$ cat src/rtl/ccg_bist_pkg.sv
//------------------------------------------------------------------------------
// ccg_bist_pkg : shared types, default constants and signature step function
// Revision 1.0
//------------------------------------------------------------------------------
`default_nettype none

package ccg_bist_pkg;

   typedef enum logic [1:0] {
      ST_IDLE = 2'd0,
      ST_RUN  = 2'd1,
      ST_DONE = 2'd2
   } bist_state_e;

   localparam int          DEF_N_IN      = 6;
   localparam int          DEF_N_OUT     = 4;
   localparam int          DEF_N_PAT     = 63;
   localparam int          DEF_SETTLE    = 1;
   localparam int          DEF_SIG_W     = 16;
   localparam logic [5:0]  DEF_LFSR_TAPS = 6'b100001;
   localparam logic [5:0]  DEF_LFSR_SEED = 6'b000001;
   localparam logic [15:0] DEF_MISR_POLY = 16'h1021;
   localparam logic [15:0] DEF_GOLDEN    = 16'h0000;

   // One signature step on values zero-extended to 32 bits; w is the live width.
   function automatic logic [31:0] misr_step(input logic [31:0] sig,
                                             input logic [31:0] poly,
                                             input logic [31:0] d,
                                             input int          w);
      logic [31:0] mask;
      logic [31:0] nxt;
      logic        msb;
      mask = (w >= 32) ? 32'hFFFF_FFFF : ((32'd1 << w) - 32'd1);
      msb  = |(sig & (32'd1 << (w - 1)));
      nxt  = (sig << 1) ^ (msb ? poly : 32'd0) ^ d;
      return nxt & mask;
   endfunction

endpackage

`default_nettype wire

$ cat src/rtl/ccg_misr.sv
//------------------------------------------------------------------------------
// ccg_misr : multiple-input signature register with clear and enable
// Revision 1.0
//------------------------------------------------------------------------------
`default_nettype none

module ccg_misr
   import ccg_bist_pkg::*;
#(
   parameter int               SIG_W = DEF_SIG_W,
   parameter int               D_W   = DEF_N_OUT,
   parameter logic [SIG_W-1:0] POLY  = DEF_MISR_POLY
) (
   input  logic             clk,
   input  logic             rst,
   input  logic             clr,
   input  logic             en,
   input  logic [D_W-1:0]   d,
   output logic [SIG_W-1:0] sig
);

   localparam logic [31:0] POLY_EXT = 32'(POLY);

   logic [SIG_W-1:0] sig_q;
   logic [SIG_W-1:0] sig_d;
   logic [31:0]      step;

   always_comb begin
      step  = misr_step(32'(sig_q), POLY_EXT, 32'(d), SIG_W);
      sig_d = sig_q;
      if (clr) begin
         sig_d = '0;
      end else if (en) begin
         sig_d = SIG_W'(step);
      end
   end

   always_ff @(posedge clk) begin
      if (rst) begin
         sig_q <= '0;
      end else begin
         sig_q <= sig_d;
      end
   end

   assign sig = sig_q;

endmodule

`default_nettype wire

$ cat src/rtl/ccg_bist_harness.sv
//------------------------------------------------------------------------------
// ccg_bist_harness : LFSR stimulus, MISR response compaction and run control
// Revision 1.0
//------------------------------------------------------------------------------
`default_nettype none

module ccg_bist_harness
   import ccg_bist_pkg::*;
#(
   parameter int               N_IN      = DEF_N_IN,
   parameter int               N_OUT     = DEF_N_OUT,
   parameter int               N_PAT     = DEF_N_PAT,
   parameter int               SETTLE    = DEF_SETTLE,
   parameter logic [N_IN-1:0]  LFSR_TAPS = DEF_LFSR_TAPS,
   parameter logic [N_IN-1:0]  LFSR_SEED = DEF_LFSR_SEED,
   parameter int               SIG_W     = DEF_SIG_W,
   parameter logic [SIG_W-1:0] MISR_POLY = DEF_MISR_POLY,
   parameter logic [SIG_W-1:0] GOLDEN    = DEF_GOLDEN
) (
   input  logic             clk,
   input  logic             rst,
   input  logic             start_i,
   input  logic [N_OUT-1:0] f_i,
   output logic [N_IN-1:0]  x_o,
   output logic             busy_o,
   output logic             done_o,
   output logic             pass_o,
   output logic [SIG_W-1:0] sig_o,
   output logic [15:0]      pat_cnt_o
);

   localparam logic [2:0]  SETTLE_LAST = 3'(SETTLE);
   localparam logic [15:0] PAT_LAST    = 16'(N_PAT - 1);
   localparam logic [31:0] POLY_EXT    = 32'(MISR_POLY);
   localparam logic [31:0] GOLDEN_EXT  = 32'(GOLDEN);

   bist_state_e      state_q, state_d;
   logic [N_IN-1:0]  x_q, x_d;
   logic [15:0]      cnt_q, cnt_d;
   logic [2:0]       settle_q, settle_d;
   logic             pass_q, pass_d;
   logic             misr_clr;
   logic             misr_en;
   logic [N_IN-1:0]  lfsr_next;
   logic             capture;
   logic [SIG_W-1:0] sig;
   logic [31:0]      sig_next;

   assign lfsr_next = {x_q[N_IN-2:0], ^(x_q & LFSR_TAPS)};
   assign capture   = (settle_q == SETTLE_LAST);
   // Verdict is taken from the signature the final capture is about to write,
   // so pass_o is already valid in the DONE cycle alongside done_o.
   assign sig_next  = misr_step(32'(sig), POLY_EXT, 32'(f_i), SIG_W);

   always_comb begin
      state_d  = state_q;
      x_d      = x_q;
      cnt_d    = cnt_q;
      settle_d = settle_q;
      pass_d   = pass_q;
      misr_clr = 1'b0;
      misr_en  = 1'b0;
      case (state_q)
         ST_IDLE: begin
            if (start_i) begin
               x_d      = LFSR_SEED;
               cnt_d    = '0;
               settle_d = '0;
               pass_d   = 1'b0;
               misr_clr = 1'b1;
               state_d  = ST_RUN;
            end
         end
         ST_RUN: begin
            if (capture) begin
               misr_en  = 1'b1;
               x_d      = lfsr_next;
               cnt_d    = cnt_q + 16'd1;
               settle_d = '0;
               if (cnt_q == PAT_LAST) begin
                  pass_d  = (sig_next == GOLDEN_EXT);
                  state_d = ST_DONE;
               end
            end else begin
               settle_d = settle_q + 3'd1;
            end
         end
         ST_DONE: begin
            state_d = ST_IDLE;
         end
         default: begin
            state_d = ST_IDLE;
         end
      endcase
   end

   always_ff @(posedge clk) begin
      if (rst) begin
         state_q  <= ST_IDLE;
         x_q      <= '0;
         cnt_q    <= '0;
         settle_q <= '0;
         pass_q   <= 1'b0;
      end else begin
         state_q  <= state_d;
         x_q      <= x_d;
         cnt_q    <= cnt_d;
         settle_q <= settle_d;
         pass_q   <= pass_d;
      end
   end

   ccg_misr #(
      .SIG_W (SIG_W),
      .D_W   (N_OUT),
      .POLY  (MISR_POLY)
   ) u_misr (
      .clk (clk),
      .rst (rst),
      .clr (misr_clr),
      .en  (misr_en),
      .d   (f_i),
      .sig (sig)
   );

   assign x_o       = x_q;
   assign busy_o    = (state_q == ST_RUN);
   assign done_o    = (state_q == ST_DONE);
   assign pass_o    = pass_q;
   assign sig_o     = sig;
   assign pat_cnt_o = cnt_q;

endmodule

`default_nettype wire

$ cat config.mk
export PLATFORM = sky130hd
export DESIGN_NAME = ccg_bist_harness
export DESIGN_NICKNAME = d
export VERILOG_FILES = /design/src/rtl/ccg_bist_pkg.sv /design/src/rtl/ccg_misr.sv /design/src/rtl/ccg_bist_harness.sv
export SDC_FILE = /design/constraint.sdc
export NUM_CORES = 1
export LEC_CHECK = 0
export CAP_MARGIN = 20
export CORE_MARGIN = 1
export CORE_UTILIZATION = 45
export DETAILED_ROUTE_END_ITERATION = 8
export PLACE_DENSITY = 0.82
export RECOVER_POWER = 100
export SLEW_MARGIN = 5
export SYNTH_ARGS = -nofsm -noshare
export SYNTH_HDL_FRONTEND = slang
export SYNTH_SLANG_ARGS = --single-unit
$ cat constraint.sdc
create_clock -name clk -period 6.3 [get_ports clk]
set_clock_uncertainty 0.2 [all_clocks]
set_input_delay 1.89 -clock clk [delete_from_list [all_inputs] [get_ports clk]]
set_output_delay 1.89 -clock clk [all_outputs]
set_load 0.1 [all_outputs]
After elaboration in Yosys (flattened, before gate mapping)

Index checks and enable logic that the tools add are counted.

Reductions and logical operators: 9
$add $sub $neg: 2
Multiplexer cells: 22
Equal/unequal tests: 7
Bitwise operators: 2

Operators with widths:

| operator                | number |
|---|---|
| $logic_not A32 Y1       | 1 |
| $mux W16                | 2 |
| $pmux W16 S2            | 1 |
| $add A16 B1 Y16 const B | 1 |
| $eq A16 B6 Y1 const B   | 1 |
| $xor A16 B16 Y16        | 1 |
| $xor A16 B4 Y16         | 1 |
| $mux W13                | 1 |
| $mux W6                 | 2 |
| $pmux W6 S2             | 1 |
| $mux W1                 | 7 |
| $mux W2                 | 3 |
| $mux W3                 | 2 |
| $pmux W3 S2             | 1 |
| $reduce_and A3 Y1       | 2 |
| $reduce_xor A6 Y1       | 1 |
| $ne A2 B1 Y1 const B    | 2 |
| $pmux W2 S2             | 1 |
| $reduce_and A4 Y1       | 1 |
| $add A3 B1 Y3 const B   | 1 |
| $eq A3 B1 Y1 const B    | 1 |
| $eq A2 B1 Y1 const B    | 1 |
| $eq A2 B2 Y1 const B    | 1 |
| $logic_not A2 Y1        | 1 |
| other kinds (5)         | 5 |

Input port bits: 7
Logic and storage cells: 48
Flip-flop bits (word level): 44
Output and inout port bits: 41

Depth between registers and ports, before layout

Gate-level depths: netlist (run 1).

Depth after elaboration: 7
Gate-level depth with buffers: 9
Mapped depth without buffers: 6

By module

From an unflattened synthesis (run 1), not the netlist that was laid out.

Cell total of the unflattened synthesis: 235
Area, all modules: 2117.0 µm²

By module, submodules not included:

| module           | cells an instance | area each (µm²) | sequential area each (µm²) | times used |
|---|---|---|---|---|
| ccg_bist_harness | 166               | 1401.3          | 560.5                      | 1 |
| ccg_misr         | 69                | 715.7           | 320.3                      | 1 |

Worst setup path after synthesis (run 1)

No wires, ideal clock.

Path kind: input -> register
Start point: in rst
End point: reg pass_q, in the netlist pass_o
Required time: 6.028 ns
Slack: 2.938 ns
Data arrival time: 3.090 ns
Library setup time: 0.072 ns
Stages: 5
Path through: buf_1 > or4b_1 > a2111oi_0 > nand4_1 > mux2i_1

RTL lines:

| what                 | line                    | RTL |
|---|---|---|
| start, declared      | ccg_bist_harness.sv:21  | `input logic rst,` |
| end signal, assigned | ccg_bist_harness.sv:109 | `pass_q <= pass_d;` |
| end, declared        | ccg_bist_harness.sv:41  | `logic pass_q, pass_d;` |

Worst setup path after layout (run 1)

Start point: reg state_q[0]
End point: out busy_o

Longest elaborated chain between the ends: 1

RTL lines:

| what                   | line                    | RTL |
|---|---|---|
| start, declared        | ccg_bist_harness.sv:37  | `bist_state_e state_q, state_d;` |
| start signal, assigned | ccg_bist_harness.sv:105 | `state_q <= state_d;` |
| $eq A2 B1 Y1           | ccg_bist_harness.sv:127 | `assign busy_o = (state_q == ST_RUN);` |
| end, declared          | ccg_bist_harness.sv:25  | `output logic busy_o,` |

No other way between the ends.

==> results of run 1 <==
per-layer routing:
metal,track usage,vias to the layer above,part of all wire
li1,-,964,-
met1,0.279,956,0.49
met2,0.329,54,0.46
met3,0.0299,4,0.044
met4,0.0533,0,0.0068
met5,0,-,0
path summary, 6_finish.rpt:
path	startpoint	end	slack, ns	cells past startpoint
max	state_q[0]	busy_o	1.70	3
min	x_o[2]	x_o[2]	0.27	2
max reg2reg	state_q[1]	pat_cnt_o[13]	3.37	5
min reg2reg	x_o[2]	x_o[2]	0.27	2
flip-flops by register name (all words and copies together) (netlist names):
name	count
pass_o	1
pat_cnt_o	16
settle_q	3
state_q	2
u_misr.sig	16
x_o	6
logic make-up (layout without fill, tap and decap cells):
family	after synthesis	count (layout)
compound gates	53	53
xor+xnor	8	8
fa+ha+maj	2	2
buf+inv	27	58
flops	44	44
mux	3	3
simple gates	117	117
worst max-delay path: stages (launching register included):
cell and delay, ns:
dfxtp_1 0.49, nand2b_1 0.26, inv_2 0.23, dlygate4sd3_1 1.23
through the flow:
step,utilization,std cells,hold slack (ns),worst slack (ns)
6_report,0.591,337,0.274,1.70
5_1_grt,0.591,337,0.286,1.57
4_1_cts,0.593,337,0.277,1.75
3_5_place_dp,0.566,329,0.263,1.87
3_3_place_gp,0.566,329,0.261,1.94
2_1_floorplan,-,254,0.255,2.94
layout make-up:
class	instances	area, um2
Fill cell	405	1820
Clock buffer	6	82.6
Tap cell	52	65.1
Timing Repair Buffer	47	470
Sequential cell	44	881
Multi-Input combinational cell	183	1080
Inverter	3	11.3
Clock inverter	2	38.8
layout by cell type, fill, tap and decap left out, drive strengths merged, types with 6 or more instances in the layout:
master        n
nor2         21
a21oi        28
dlygate4sd3  43
dfxtp        44
nor4          6
nand2        32
nand3        14
nor3          9
or4           6
clkbuf        6
power by group:
| part | switching (uW) | leakage (uW) | internal, uW | total (uW) |
|---|---|---|---|---|
| Sequential | 3.95 | 0.000355 | 281 | 285 |
| Clock | 101 | 0.0000614 | 130 | 231 |
| Combinational | 41.7 | 0.000576 | 13.6 | 55.2 |
==> flow_summary.ini, run 1 <==
[die]
die_area_um2 = 4990
io_pins = 48
initial_core_util = 0.477
core_area_um2 = 4440
std_cell_rows = 24
fp.dieW_um = 70.7
fp.dieH_um = 70.7

[setup_path]
required_ns = 4.21
crit_fanout = 12
critPathCaptureType = output port
worstSetupStartpointType = flop
crit_type = flop to output port
cp.arrival_ns = 2.51

[sta]
setup_tns_ns = 0
setup_violations = 0
timing.slew.headroom = -0.0803
fin_crit_sh = 0.729
grt_setup_unrepaired = false
slew_violations = 24
timing.final.crit_period_ns = 4.60
tightest_slew_ns = 1.62
finalHoldViolCount = 0
fmax_mhz = 218

[route]
vias = 1978
ant_nets = 0
via_per_inst = 5.87
drt_iter0_markers = 140
finalWirelength_um = 5010
wl_per_cell_um = 14.9
route.detailed.drc = 4
dr.pass1.iters = 6

[cts]
post_cts_buffers = 0
numCtsBuffers = 5
cts_sinks = 44
worstSkewPairLatency_ns = 0.29
clock_path_buffers = 2
root_buffer = clkbuf_8
cts_max_level = 2
cts_tree = done
post_cts_resize_count = 0
cts_hold_buf = 0
cts.clk_slew.worst_paths_ns = 0.09

[finish]
layout-drive-gt1-share = 0.0456
fin_nets = 293
n_antenna_cell = 0
area_growth_pct = 24.0
finalInstanceArea_um2 = 2630

[status]
violations = DRC, capacitance limit, slew limit
outcome = complete, but fails checks

[synth]
synthTopCellsByArea = dfxtp_1 (42%), a21oi_1 (6.4%), nand2_1 (5.7%)
synth-seq-cells = 44
yosys.cell_types.count = 46
yosysTopAreaCell = dfxtp_1
synth_nets = 263
async_flop_share = 0
yosysMostFrequentCell = dfxtp_1
syn_area_per_cell_um2 = 8.35
ys.flop_type = dfxtp_1
ys_warn_count = 0
yosys.area_share.simple = 0.297
synth_edf_count = 0
synth-adder-area-share = 0.0118
syn_area_um2 = 2120
yosys-mux-area-fraction = 0.0142
ys_seq_area_frac = 0.415
synth_xor_area_frac = 0.0330
synth_top_area_frac = 0.415
synth-compound-area-share = 0.158
syn_inst = 254
synth_commonest_cells = dfxtp_1 (44), nand2_1 (32), a21oi_1 (27)
synth_top_family_by_area = simple AND/OR/NAND/NOR gates

[pwr]
p_per_area_nw_per_um2 = 217
total_power_uw = 570
ir_drop_uv = 148
total_leakage_power_uw = 0.000993

[placed_design]
routabilityCongestion = 0.808
io_buffers = 47
post-dp-hpwl_um = 3350
dpl_cell_area_um2 = 2520

[global_routing]
grt_pass1_wl_um = 8090
grt_overflow_total = 0
antenna_found_initial = 0
grt_pass1_vias = 1697
grt_use_total = 0.201
grt_max_degree = 27

[worst_hold_path]
hp-class = flop to flop

[flow_run]
cap_violations = 1
(Power assumes the default switching activity.)
==> run 2: changes to the inputs <==
--- a/config.mk
+++ b/config.mk
@@ -9,7 +9,7 @@
 export CORE_MARGIN = 1
 export CORE_UTILIZATION = 45
 export DETAILED_ROUTE_END_ITERATION = 8
-export PLACE_DENSITY = 0.82
+export PLACE_DENSITY = 0.85
 export RECOVER_POWER = 100
 export SLEW_MARGIN = 5
 export SYNTH_ARGS = -nofsm -noshare
==> constraint.sdc (replaced) <==
create_clock -name clk -period 4.1 [get_ports clk]
set_clock_uncertainty 0.2 [all_clocks]
set_input_delay 1.23 -clock clk [delete_from_list [all_inputs] [get_ports clk]]
set_output_delay 1.23 -clock clk [all_outputs]
set_load 0.1 [all_outputs]
==> run 2 against run 1 <==
- the flow finishes with violations (DRC)
- non-clock buffer count up 2
- final cell count is 0.59% higher
- global-route usage shrank 0.41 points
- critical path depth rose by 2
- first-iteration DRC count increased by 18%
- wire length shrank 3.7%
- clock power up 48%
- highest routed layer unchanged
- combinational power grew 52%
- sequential power increased by 53%
==> flow_summary.ini, run 2 (synthesis gave the netlist of run 1 again) <==
[sta]
fmax_mhz = 304
setup_tns_ns = 0
finalHoldViolCount = 0
timing.slew.headroom = 0.205
tightest_slew_ns = 1.20
fin_crit_sh = 0.803
slew_violations = 0
grt_setup_unrepaired = false
timing.final.crit_period_ns = 3.29
setup_violations = 0

[finish]
n_antenna_cell = 0
layout_commonest_cell = dfxtp_1
area_growth_pct = 12.4
final_cells = 339
layout-drive-gt1-share = 0.0523
fin_nets = 295
layout_common_cells = dfxtp_1 (44), clkbuf_1 (41), nand2_1 (32), a21oi_1 (27), nor2_1 (20)

[pwr]
sw_frac_of_total = 0.265
p_per_area_nw_per_um2 = 362
p_seq_frac = 0.506
total_leakage_power_uw = 0.000765
p_comb_frac = 0.097
ir_drop_uv = 280
p_clk_frac = 0.397
p_switching_uw = 229
internal_power_uw = 634

[cts]
cts_sinks = 44
post_cts_buffers = 0
post_cts_resize_count = 0
worstSkewPairLatency_ns = 0.30
root_buffer = clkbuf_8
cts_tree = done
cts.clk_slew.worst_paths_ns = 0.08
cts_hold_buf = 0
cts_max_level = 2
clock_path_buffers = 2
numCtsBuffers = 5

[route]
wl_per_cell_um = 14.2
vias = 1948
drt_iter0_markers = 165
via_per_inst = 5.75
ant_nets = 0
route.detailed.drc = 8
dr.pass1.iters = 7
finalWirelength_um = 4830

[die]
fp.dieH_um = 70.7
fp.dieW_um = 70.7
io_pins = 48
core_area_um2 = 4440
initial_core_util = 0.477
std_cell_rows = 24
die_area_um2 = 4990

[placed_design]
io_buffers = 47
place_inst = 331
routabilityCongestion = 0.823
post-dp-hpwl_um = 3350

[setup_path]
cp.arrival_ns = 3.33
r2r_setup_slack_ns = 1.53
cp_slowest_cell = dlygate4sd3_1
critPathCaptureType = flop
crit_type = input pin to flop
crit_chain = dlygate4sd3_1 -> nor3b_1 -> a21oi_2 -> or4_1 -> a21oi_1
max_stage_delay_ns = 0.59
crit_fanout = 23
required_ns = 4.14
worstSetupStartpointType = input pin

[status]
violations = DRC
outcome = complete, but fails checks

[global_routing]
grt_pass1_wl_um = 7890
grt_use_total = 0.197
grt_max_degree = 27
grt_overflow_total = 0
antenna_found_initial = 0
grt_pass1_vias = 1685

[flow_run]
cap_violations = 0

[worst_hold_path]
hp-class = flop to flop
-- run 2: final timing paths --
kind                    from             to  cells past startpoint
hold reg to reg       x_o[5]         x_o[5]                      2
hold / removal        x_o[5]         x_o[5]                      2
setup reg to reg  state_q[1]   pat_cnt_o[9]                      5
setup / recovery     start_i  pat_cnt_o[11]                      5
-- run 2: cell type report --
class	instances	area [um2]
tap	52	65.1
inverter	3	11.3
timing repair buffer	49	229
sequential	44	881
clock buffer	5	68.8
clock inverter	3	46.3
fill	476	2060
multi-input combinational	183	1080
-- run 2: through the flow --
| step | util | setup WS (ns) | total power (uW) | cell area [um2] | hold slack (ns) |
|---|---|---|---|---|---|
| CTS | 0.572 | 1.00 | 875 | 2540 | 0.277 |
| floorplan | - | 1.40 | 515 | 2120 | 0.255 |
| finish | 0.537 | 0.808 | 864 | 2380 | 0.272 |
| global placement | 0.546 | 0.885 | 534 | 2430 | 0.262 |
| detailed placement | 0.546 | 0.814 | 534 | 2430 | 0.261 |
| global route | 0.537 | 0.647 | 896 | 2380 | 0.306 |
-- run 2: power by group through the flow --
stage	registers, uW	clock network [uW]	logic, uW
final	437	343	83.7
after floorplan	462	0	53.5
after CTS	437	350	87.5
after detailed placement	447	0	87.1
after global routing	438	368	89.6
after global placement	447	0	86.3
-- run 2: critical path: cells and delay by family --
kind	cells	cell delay, ns
buffers and inverters	1	0.59
and+or+nand+nor	2	1.06
AOI/OAI and AO/OA	2	0.44
-- run 2: metal layers --
| metal | share of wire | wire, um | global-route usage |
|---|---|---|---|
| met3 | 0.053 | 256 | 0.0527 |
| met4 | 0.012 | 56 | 0.0578 |
| met1 | 0.46 | 2240 | 0.255 |
| met2 | 0.47 | 2270 | 0.324 |
| met5 | 0 | 0 | 0 |
